**config.mk**
```make
export PLATFORM = sky130hd
export DESIGN_NAME = conv2d_stream_engine
export DESIGN_NICKNAME = d
export VERILOG_FILES = /design/src/rtl/conv_pkg.sv /design/src/rtl/conv_line_buffer.sv /design/src/rtl/conv2d_stream_engine.sv
export SDC_FILE = /design/constraint.sdc
export NUM_CORES = 2
export LEC_CHECK = 0
export BUFFER_PORTS_ARGS = -buffer_cell sky130_fd_sc_hd__buf_4
export CAP_MARGIN = 30
export CORE_AREA = 4 4 361 363
export DETAILED_ROUTE_END_ITERATION = 16
export DIE_AREA = 0 0 365 367
export GPL_TIMING_DRIVEN = 0
export PLACE_DENSITY = 0.67
export SKIP_LAST_GASP = 1
export SLEW_MARGIN = 20
export SYNTH_ARGS = -nofsm -noshare
export SYNTH_HDL_FRONTEND = slang
export SYNTH_SLANG_ARGS = --single-unit
```
**constraint.sdc**
```tcl
create_clock -name clk -period 5.85 [get_ports clk]
set_clock_uncertainty 0.2 [all_clocks]
set_input_delay 0.2925 -clock clk [delete_from_list [all_inputs] [get_ports clk]]
set_output_delay 0.2925 -clock clk [all_outputs]
set_load 0.005 [all_outputs]
```
**src/rtl/conv_pkg.sv**
```systemverilog
// Shared types and constants for the streaming 3x3 convolution engine.
package conv_pkg;

    typedef enum logic [1:0] {IDLE, RUN, DRAIN, DONE} state_t;

    localparam int KERNEL_SIZE = 3;
    localparam int NUM_TAPS    = KERNEL_SIZE * KERNEL_SIZE;
    localparam int PIPE_LAT    = 6;

    // Row-major, row 0 = oldest line, col 0 = oldest pixel.
    localparam int SOBEL_X [NUM_TAPS] = '{1, 0, -1, 2, 0, -2, 1, 0, -1};

    // Nine products of (PIX_W+1)x(COEF_W) bits need 4 growth bits beyond the product width.
    function automatic int acc_w(input int pix_w, input int coef_w);
        return pix_w + coef_w + 5;
    endfunction

endpackage

```
**src/rtl/conv_line_buffer.sv**
```systemverilog
// Two raster line buffers plus the sliding 3x3 pixel window.
module conv_line_buffer
    import conv_pkg::*;
#(
    parameter int IMG_WIDTH = 32,
    parameter int PIX_W     = 8,
    parameter int XW        = $clog2(IMG_WIDTH)
) (
    input  logic                                          clk,
    input  logic                                          rst,
    input  logic                                          i_accept,
    input  logic [XW-1:0]                                 i_cnt_x,
    input  logic [PIX_W-1:0]                              i_pixel,
    output logic [KERNEL_SIZE-1:0][KERNEL_SIZE-1:0][PIX_W-1:0] o_win
);

    logic [PIX_W-1:0] r_lb1 [IMG_WIDTH];
    logic [PIX_W-1:0] r_lb2 [IMG_WIDTH];
    logic [KERNEL_SIZE-1:0][KERNEL_SIZE-1:0][PIX_W-1:0] r_win;
    logic [KERNEL_SIZE-1:0][PIX_W-1:0] w_col;

    // Index 0 is the oldest line, index 2 the incoming pixel.
    assign w_col = {i_pixel, r_lb1[i_cnt_x], r_lb2[i_cnt_x]};

    always_ff @(posedge clk or negedge rst) begin
        if (!rst) begin
            for (int i = 0; i < IMG_WIDTH; i++) begin
                r_lb1[i] <= '0;
                r_lb2[i] <= '0;
            end
            r_win <= '0;
        end else if (i_accept) begin
            r_lb2[i_cnt_x] <= r_lb1[i_cnt_x];
            r_lb1[i_cnt_x] <= i_pixel;
            for (int r = 0; r < KERNEL_SIZE; r++) begin
                for (int c = 0; c < KERNEL_SIZE - 1; c++)
                    r_win[r][c] <= r_win[r][c+1];
                r_win[r][KERNEL_SIZE-1] <= w_col[r];
            end
        end
    end

    assign o_win = r_win;

endmodule

```
**src/rtl/conv2d_stream_engine.sv**
```systemverilog
// Streaming 3x3 convolution: control FSM, coefficient bank, MAC tree and post-process.
module conv2d_stream_engine
    import conv_pkg::*;
#(
    parameter int IMG_WIDTH  = 32,
    parameter int IMG_HEIGHT = 32,
    parameter int PIX_W      = 8,
    parameter int COEF_W     = 8,
    parameter int OUT_W      = 16,
    parameter int SHIFT_W    = 5
) (
    input  logic               clk,
    input  logic               rst,
    input  logic               start_signal,
    output logic               busy,
    input  logic               coef_wr_en,
    input  logic [3:0]         coef_addr,
    input  logic [COEF_W-1:0]  coef_data,
    input  logic [SHIFT_W-1:0] shift_amt,
    input  logic               relu_en,
    input  logic [PIX_W-1:0]   pixel_in,
    input  logic               pixel_valid,
    output logic [OUT_W-1:0]   result_out,
    output logic               result_valid,
    output logic               done_signal
);

    localparam int XW     = $clog2(IMG_WIDTH);
    localparam int YW     = $clog2(IMG_HEIGHT);
    localparam int DW     = $clog2(PIPE_LAT + 1);
    localparam int PROD_W = PIX_W + COEF_W + 1;
    localparam int ACC_W  = acc_w(PIX_W, COEF_W);
    localparam int EXT_W  = (ACC_W > OUT_W) ? ACC_W : OUT_W + 1;
    localparam logic signed [EXT_W-1:0] SAT_MAX = {{(EXT_W-OUT_W+1){1'b0}}, {(OUT_W-1){1'b1}}};
    localparam logic signed [EXT_W-1:0] SAT_MIN = {{(EXT_W-OUT_W+1){1'b1}}, {(OUT_W-1){1'b0}}};

    state_t               r_state;
    logic [XW-1:0]        r_cnt_x;
    logic [YW-1:0]        r_cnt_y;
    logic [DW-1:0]        r_drain;
    logic                 r_busy;
    logic                 r_done;
    logic [SHIFT_W-1:0]   r_shift;
    logic                 r_relu;
    logic signed [COEF_W-1:0] r_coef [NUM_TAPS];

    logic                 w_accept;
    logic                 w_tag;
    logic [KERNEL_SIZE-1:0][KERNEL_SIZE-1:0][PIX_W-1:0] w_win;

    logic signed [PROD_W-1:0] w_prod [NUM_TAPS];
    logic signed [PROD_W-1:0] r_prod [NUM_TAPS];
    logic signed [ACC_W-1:0]  r_s1 [5];
    logic signed [ACC_W-1:0]  r_s2 [3];
    logic signed [ACC_W-1:0]  r_s3 [2];
    logic signed [ACC_W-1:0]  r_sum;
    logic [PIPE_LAT:0]        r_vld_pipe;
    logic [OUT_W-1:0]         r_result;
    logic signed [EXT_W-1:0]  w_shifted;
    logic signed [EXT_W-1:0]  w_post;

    assign w_accept = (r_state == RUN) && pixel_valid;
    assign w_tag    = w_accept && (r_cnt_x >= XW'(2)) && (r_cnt_y >= YW'(2));

    always_ff @(posedge clk or negedge rst) begin
        if (!rst) begin
            r_state <= IDLE;
            r_cnt_x <= '0;
            r_cnt_y <= '0;
            r_drain <= '0;
            r_busy  <= 1'b0;
            r_done  <= 1'b0;
            r_shift <= '0;
            r_relu  <= 1'b0;
        end else begin
            r_done <= 1'b0;
            case (r_state)
                IDLE: if (start_signal) begin
                    r_state <= RUN;
                    r_busy  <= 1'b1;
                    r_cnt_x <= '0;
                    r_cnt_y <= '0;
                    r_shift <= shift_amt;
                    r_relu  <= relu_en;
                end
                RUN: if (pixel_valid) begin
                    if (r_cnt_x == XW'(IMG_WIDTH - 1)) begin
                        r_cnt_x <= '0;
                        if (r_cnt_y == YW'(IMG_HEIGHT - 1)) begin
                            r_cnt_y <= '0;
                            r_drain <= '0;
                            r_state <= DRAIN;
                        end else begin
                            r_cnt_y <= r_cnt_y + 1'b1;
                        end
                    end else begin
                        r_cnt_x <= r_cnt_x + 1'b1;
                    end
                end
                // Hold until the final result has left the pipe so done trails it by one cycle.
                DRAIN: if (r_drain == DW'(PIPE_LAT)) begin
                    r_state <= DONE;
                    r_busy  <= 1'b0;
                    r_done  <= 1'b1;
                end else begin
                    r_drain <= r_drain + 1'b1;
                end
                DONE:    r_state <= IDLE;
                default: r_state <= IDLE;
            endcase
        end
    end

    always_ff @(posedge clk or negedge rst) begin
        if (!rst) begin
            for (int k = 0; k < NUM_TAPS; k++)
                r_coef[k] <= COEF_W'(SOBEL_X[k]);
        end else if (coef_wr_en && (r_state == IDLE) && (coef_addr < 4'd9)) begin
            r_coef[coef_addr] <= coef_data;
        end
    end

    conv_line_buffer #(
        .IMG_WIDTH (IMG_WIDTH),
        .PIX_W     (PIX_W),
        .XW        (XW)
    ) u_line_buffer (
        .clk      (clk),
        .rst      (rst),
        .i_accept (w_accept),
        .i_cnt_x  (r_cnt_x),
        .i_pixel  (pixel_in),
        .o_win    (w_win)
    );

    for (genvar k = 0; k < NUM_TAPS; k++) begin : g_tap
        logic signed [PIX_W:0] w_pix;
        assign w_pix     = {1'b0, w_win[k / KERNEL_SIZE][k % KERNEL_SIZE]};
        assign w_prod[k] = PROD_W'(w_pix) * PROD_W'(r_coef[k]);
    end

    always_ff @(posedge clk or negedge rst) begin
        if (!rst) begin
            for (int k = 0; k < NUM_TAPS; k++) r_prod[k] <= '0;
            for (int i = 0; i < 5; i++) r_s1[i] <= '0;
            for (int i = 0; i < 3; i++) r_s2[i] <= '0;
            r_s3[0]    <= '0;
            r_s3[1]    <= '0;
            r_sum      <= '0;
            r_vld_pipe <= '0;
            r_result   <= '0;
        end else begin
            r_vld_pipe <= {r_vld_pipe[PIPE_LAT-1:0], w_tag};
            for (int k = 0; k < NUM_TAPS; k++) r_prod[k] <= w_prod[k];
            for (int i = 0; i < 4; i++)
                r_s1[i] <= ACC_W'(r_prod[2*i]) + ACC_W'(r_prod[2*i+1]);
            r_s1[4] <= ACC_W'(r_prod[8]);
            r_s2[0] <= r_s1[0] + r_s1[1];
            r_s2[1] <= r_s1[2] + r_s1[3];
            r_s2[2] <= r_s1[4];
            r_s3[0] <= r_s2[0] + r_s2[1];
            r_s3[1] <= r_s2[2];
            r_sum   <= r_s3[0] + r_s3[1];
            if (r_vld_pipe[PIPE_LAT-1])
                r_result <= w_post[OUT_W-1:0];
        end
    end

    // Floor shift, then ReLU, then saturate; widened so the clamp compare cannot wrap.
    always_comb begin
        w_shifted = EXT_W'(r_sum) >>> r_shift;
        w_post    = w_shifted;
        if (r_relu && w_post[EXT_W-1])
            w_post = '0;
        if (w_post > SAT_MAX)
            w_post = SAT_MAX;
        else if (w_post < SAT_MIN)
            w_post = SAT_MIN;
    end

    assign busy         = r_busy;
    assign done_signal  = r_done;
    assign result_valid = r_vld_pipe[PIPE_LAT];
    assign result_out   = r_result;

endmodule

```
# Word-level counts from Yosys, hierarchy flattened
# Cells that the tools add are included.
# totals
in_bits	31
out_inout_bits	19
regBits	1062
# op_classes
mul	9
eq_ne	12
n_lt_le_gt_ge	9
n_bitwise	2
n_reduce_logical	18
n_addsub	11
n_shift	1
n_mux	40
# ops
operator	count
256-bit bitwise mux	2
9-bit by 8-bit multiplier with 17-bit output	9
8-bit binary-select mux with 5-bit select	2
17-bit by 17-bit adder with 18-bit output	4
72-bit bitwise mux	1
8-bit two-way mux	6
8-bit demux with 5-bit select	1
18-bit by 18-bit adder with 19-bit output	2
8-bit demux with 4-bit select	1
16-bit two-way mux	2
5-bit two-way mux	6
21-bit by 17-bit adder with 21-bit output	1
21-bit adder	1
21-bit by 16-bit > comparator with 1-bit output, second input constant	1
21-bit by 16-bit < comparator with 1-bit output, second input constant	1
21-bit two-way mux	1
21-bit by 5-bit >>> shifter with 21-bit output	1
5-bit one-hot mux with 2 select lines	2
3-bit two-way mux	4
5-bit by 1-bit adder with 5-bit output, second input constant	2
5-bit equality test, second input constant	2
5-bit by 2-bit greater-or-equal comparator with 1-bit output, second input constant	2
2-bit two-way mux	5
5-bit AND reduction	2
other kinds (23)	41

# Depth between registers and ports, before layout
# logic_depth
ltp_word	6
depth_mapped	20
ltp_nobuf	19

# Hierarchy
# Synthesis repeated with hierarchy kept, for this count alone.
# unflattened
cells_unflattened	6105
area_unflattened_um2	66742.8
# by_module_without_submodules
module	instances	cells_per_inst	area_each_um2
conv2d_stream_engine	1	4032	40870.4
conv_line_buffer	1	2073	25872.3

# Least setup slack after synthesis
# Ideal clock, no wire load.
# synth_timing
path_type	register -> register
start	register u_line_buffer.r_win (netlist bit u_line_buffer.o_win[64])
end	register r_prod[16] (netlist bit)
t_required_ns	5.525
setup_slack_ns	0.907
path_stages_with_launch	18
synth_period_minus_slack_ns	4.943
setup_ns	0.125
path_buffers	1
t_arrival_ns	4.618
cell_sequence	dfrtp_1 clkbuf_1 nand2b_1 fa_1 fa_1 inv_1 fa_1 inv_1 fa_1 inv_1 ha_1 o21a_1 o31a_1 o211ai_1 a21oi_1 a2111oi_0 a21oi_1 xnor2_1
# synth_rtl
item	line_no	rtl
start: declaration	conv_line_buffer.sv:19	logic [KERNEL_SIZE-1:0][KERNEL_SIZE-1:0][PIX_W-1:0] r_win;
start signal: indexed assignment	conv_line_buffer.sv:37	r_win[r][c] <= r_win[r][c+1];
start signal: indexed assignment	conv_line_buffer.sv:38	r_win[r][KERNEL_SIZE-1] <= w_col[r];
end: declaration	conv2d_stream_engine.sv:52	logic signed [PROD_W-1:0] r_prod [NUM_TAPS];

==> reports/qor.yml <==
wirelength_um: 161000
place_area_mm2: 0.0686
rsz0062_at_grt: "no"
synth_commonest_cells: "dfrtp_1, nand2_1, inv_1"
min_period_over_period: 0.934
seq_area_frac_synth: 0.403
crit_fanout: 10
drt-initial-drc-count: 3404
period_minus_slack_ps: 5470
fmax_mhz: 183
holdCritPathClass: "in2async"
h-tree-depth: 3
final_core_util: 0.575
relSlewSlack: 0.211
hpwl_um: 121000
clockBufferDepth: 3
critPathSlowestCell: "a2111oi_1"
regArea_mm2: 0.0265
ant_nets: 0
numCtsBuffers: 111
route.vias.total: 45276
ir_drop_mv: 0.341
r2r_start: "u_line_buffer.o_win[65]"
synth.avg_cell_area_um2: 10.9
synth_area_leaders: "dfrtp_1, fa_1, ha_1"
async_flop_share: 1.00
cp_common_cell: "fa_1"
cts.sinks: 1058
maxCapViolCount: 0
grt_usage: 0.246
placementRows: 131
crit_buf_inv: 4
yosysWarnings: 0
worstSetupPathType: "reg2reg"
clk_pin_slew_ps: 70
netlist.area_leader.share: 0.392
drcViolationCount: 0
p_leak_nw: 35.6
initial_core_util: 0.518
arrival_ps: 5890
yosysUniqueCellTypes: 77
critical-path-max-stage-delay_ps: 590
cp-end-kind: "flip-flop"
yosysTopAreaCell: "dfrtp_1"
gr-total-overflow: 0
hold_violations: 6
grt_pass1_wl_um: 259000
syn_nets: 6974
outcome: "finished, violations left"
fin_hold_ws_ps: -27.0
required_ps: 6270
syn_inst: 6059
clkLatencyLatePin_ps: 760
finalNetCount: 7187
area_delta_synth_final_pct: 10.9
cp_cell_sequence: "clkbuf_1 -> nand2_1 -> fa_1 -> fa_1 -> inv_1 -> fa_1 -> inv_1 -> fa_1 -> inv_1 -> ha_1 -> o21a_1 -> o31a_1 -> o211ai_1 -> a21oi_1 -> a2111oi_1 -> a21oi_1 -> xnor2_1"
syn_area_mm2: 0.0658
fillCellCount: 10549
grt_start_max_net_pins: 148
synth-edff-count: 0
ios: 50
grt_pass1_vias: 46099
antenna_found_initial: 11
wl_per_cell_um: 20.1
drive_gt1_frac: 0.136
setup_viol: 0
gp_routability_congestion: 0.896
multiInputGateArea_mm2: 0.0360
start_kind: "flip-flop"
cellPowerDensity_mw_per_mm2: 570
synthFlopType: "dfrtp_1"
die_w_um: 365
viasPerCell: 5.64
core-area_mm2: 0.127
synth_most_common_cell: "dfrtp_1"
drtPass1Iterations: 6
final_area_mm2: 0.0731
cts_tree: "yes"
worst_pin_slew_ps: 1180
die_height_um: 367
reg2reg_depth: 17
ff2ff_setup_slack_ps: 380
clockRootBuffer: "clkbuf_16"
dieArea_mm2: 0.134
io_buffers: 48
synth_seq_cells: 1058
slew_violations: 0
violations: "negative hold slack"
postCtsSetupRepairBufs: 0
critical-path-top-delay-family: "adder cells"
r2r-end: "r_prod[16]"
layout by cell type (no fill, tap or decap), types with 144 or more instances in the layout:
cell	count
mux2_2	341
nor2_1	334
clkbuf_1	187
fa_1	341
mux4_2	144
and2_1	377
nand2_1	643
o21ai_0	288
dfrtp_1	1032
xnor2_1	163
inv_1	584
ha_1	543
a21oi_1	287
worst register-to-register path, delay by kind of cell, from the launching register on:
family / cells / cell delay (ps)
adder cells (fa/ha/maj): 5 / 2440
AO/OA/AOI/OAI: 6 / 1420
buffers and inverters: 4 / 600
flip-flops: 1 / 320
XOR/XNOR: 1 / 160
AND/OR/NAND/NOR: 1 / 150
cell type report:
class,count,area share
Antenna cell,3,0.000103
Buffer,258,0.0152
Clock buffer,157,0.0442
Clock inverter,51,0.0111
Inverter,588,0.0302
Multi-Input combinational cell,4155,0.493
Sequential cell,1058,0.363
Tap cell,1662,0.0285
Timing Repair Buffer,100,0.0145
routing by layer:
| layer | routed length, um | GRT usage |
|---|---|---|
| met1 | 71800 | 0.351 |
| met3 | 10400 | 0.0448 |
| met5 | 13 | 0 |
| met4 | 4320 | 0.0705 |
| met2 | 74500 | 0.389 |
through the flow:
step	total power, mW	hold slack (ps)	setup slack, ps	TNS (ps)	std cells
after floorplan	27.5	-203	907	0	6059
after global placement	33.3	131	-8040	-8205710	7769
after detailed placement	33.9	-113	298	0	7779
after CTS	41.8	5.72	240	0	8025
after global routing	45.4	70.5	22.8	0	8029
final	41.7	-27.0	384	0	8032
report_power, final:
part	internal, mW	switching, mW	total (mW)
combinational	9.52	13.4	22.9
clock	4.51	3.15	7.65
sequential	9.58	1.54	11.1
sequential cells by signal (all words and copies together) (netlist names), 5 cells and up:
register / count
r_vld_pipe: 7
r_coef: 72
r_cnt_x: 5
u_line_buffer.r_lb2: 256
r_s1: 89
r_cnt_y: 5
r_sum: 21
r_shift: 5
r_prod: 153
r_s3: 38
u_line_buffer.r_lb1: 256
r_s2: 55
result_out: 16
u_line_buffer.o_win: 72
worst max path at each step:
stage | startpoint | cells past startpoint | to
6_report | u_line_buffer.o_win[65] | 17 | r_prod[16]
3_5_place_dp | u_line_buffer.o_win[65] | 17 | r_prod[16]
4_1_cts | u_line_buffer.o_win[65] | 17 | r_prod[16]
5_1_grt | u_line_buffer.o_win[61] | 17 | r_prod[33]
2_1_floorplan | u_line_buffer.o_win[64] | 17 | r_prod[16]
3_3_place_gp | rst | 1 | r_coef[63]
kinds of logic (layout without fill, tap and decap cells):
| kind of cell | count (synthesis) | after routing | share of synthesized area |
|---|---|---|---|
| multiplexers | 511 | 511 | 0.112 |
| other | 0 | 3 | 0 |
| XOR/XNOR | 198 | 198 | 0.0263 |
| buffers and inverters | 846 | 1154 | 0.0503 |
| AND/OR/NAND/NOR | 1651 | 1651 | 0.119 |
| flip-flops | 1058 | 1058 | 0.403 |
| adder cells (fa/ha/maj) | 884 | 884 | 0.207 |
| AO/OA/AOI/OAI | 911 | 911 | 0.0831 |
repair_timing:
item                                   in CTS  in global routing
hold buffers                               38                  0
gates resized for setup                     0                  3
endpoints found under the hold margin     405                  0
setup endpoints to repair                   0                  3
Note: power is estimated with default switching activity, not from simulation.
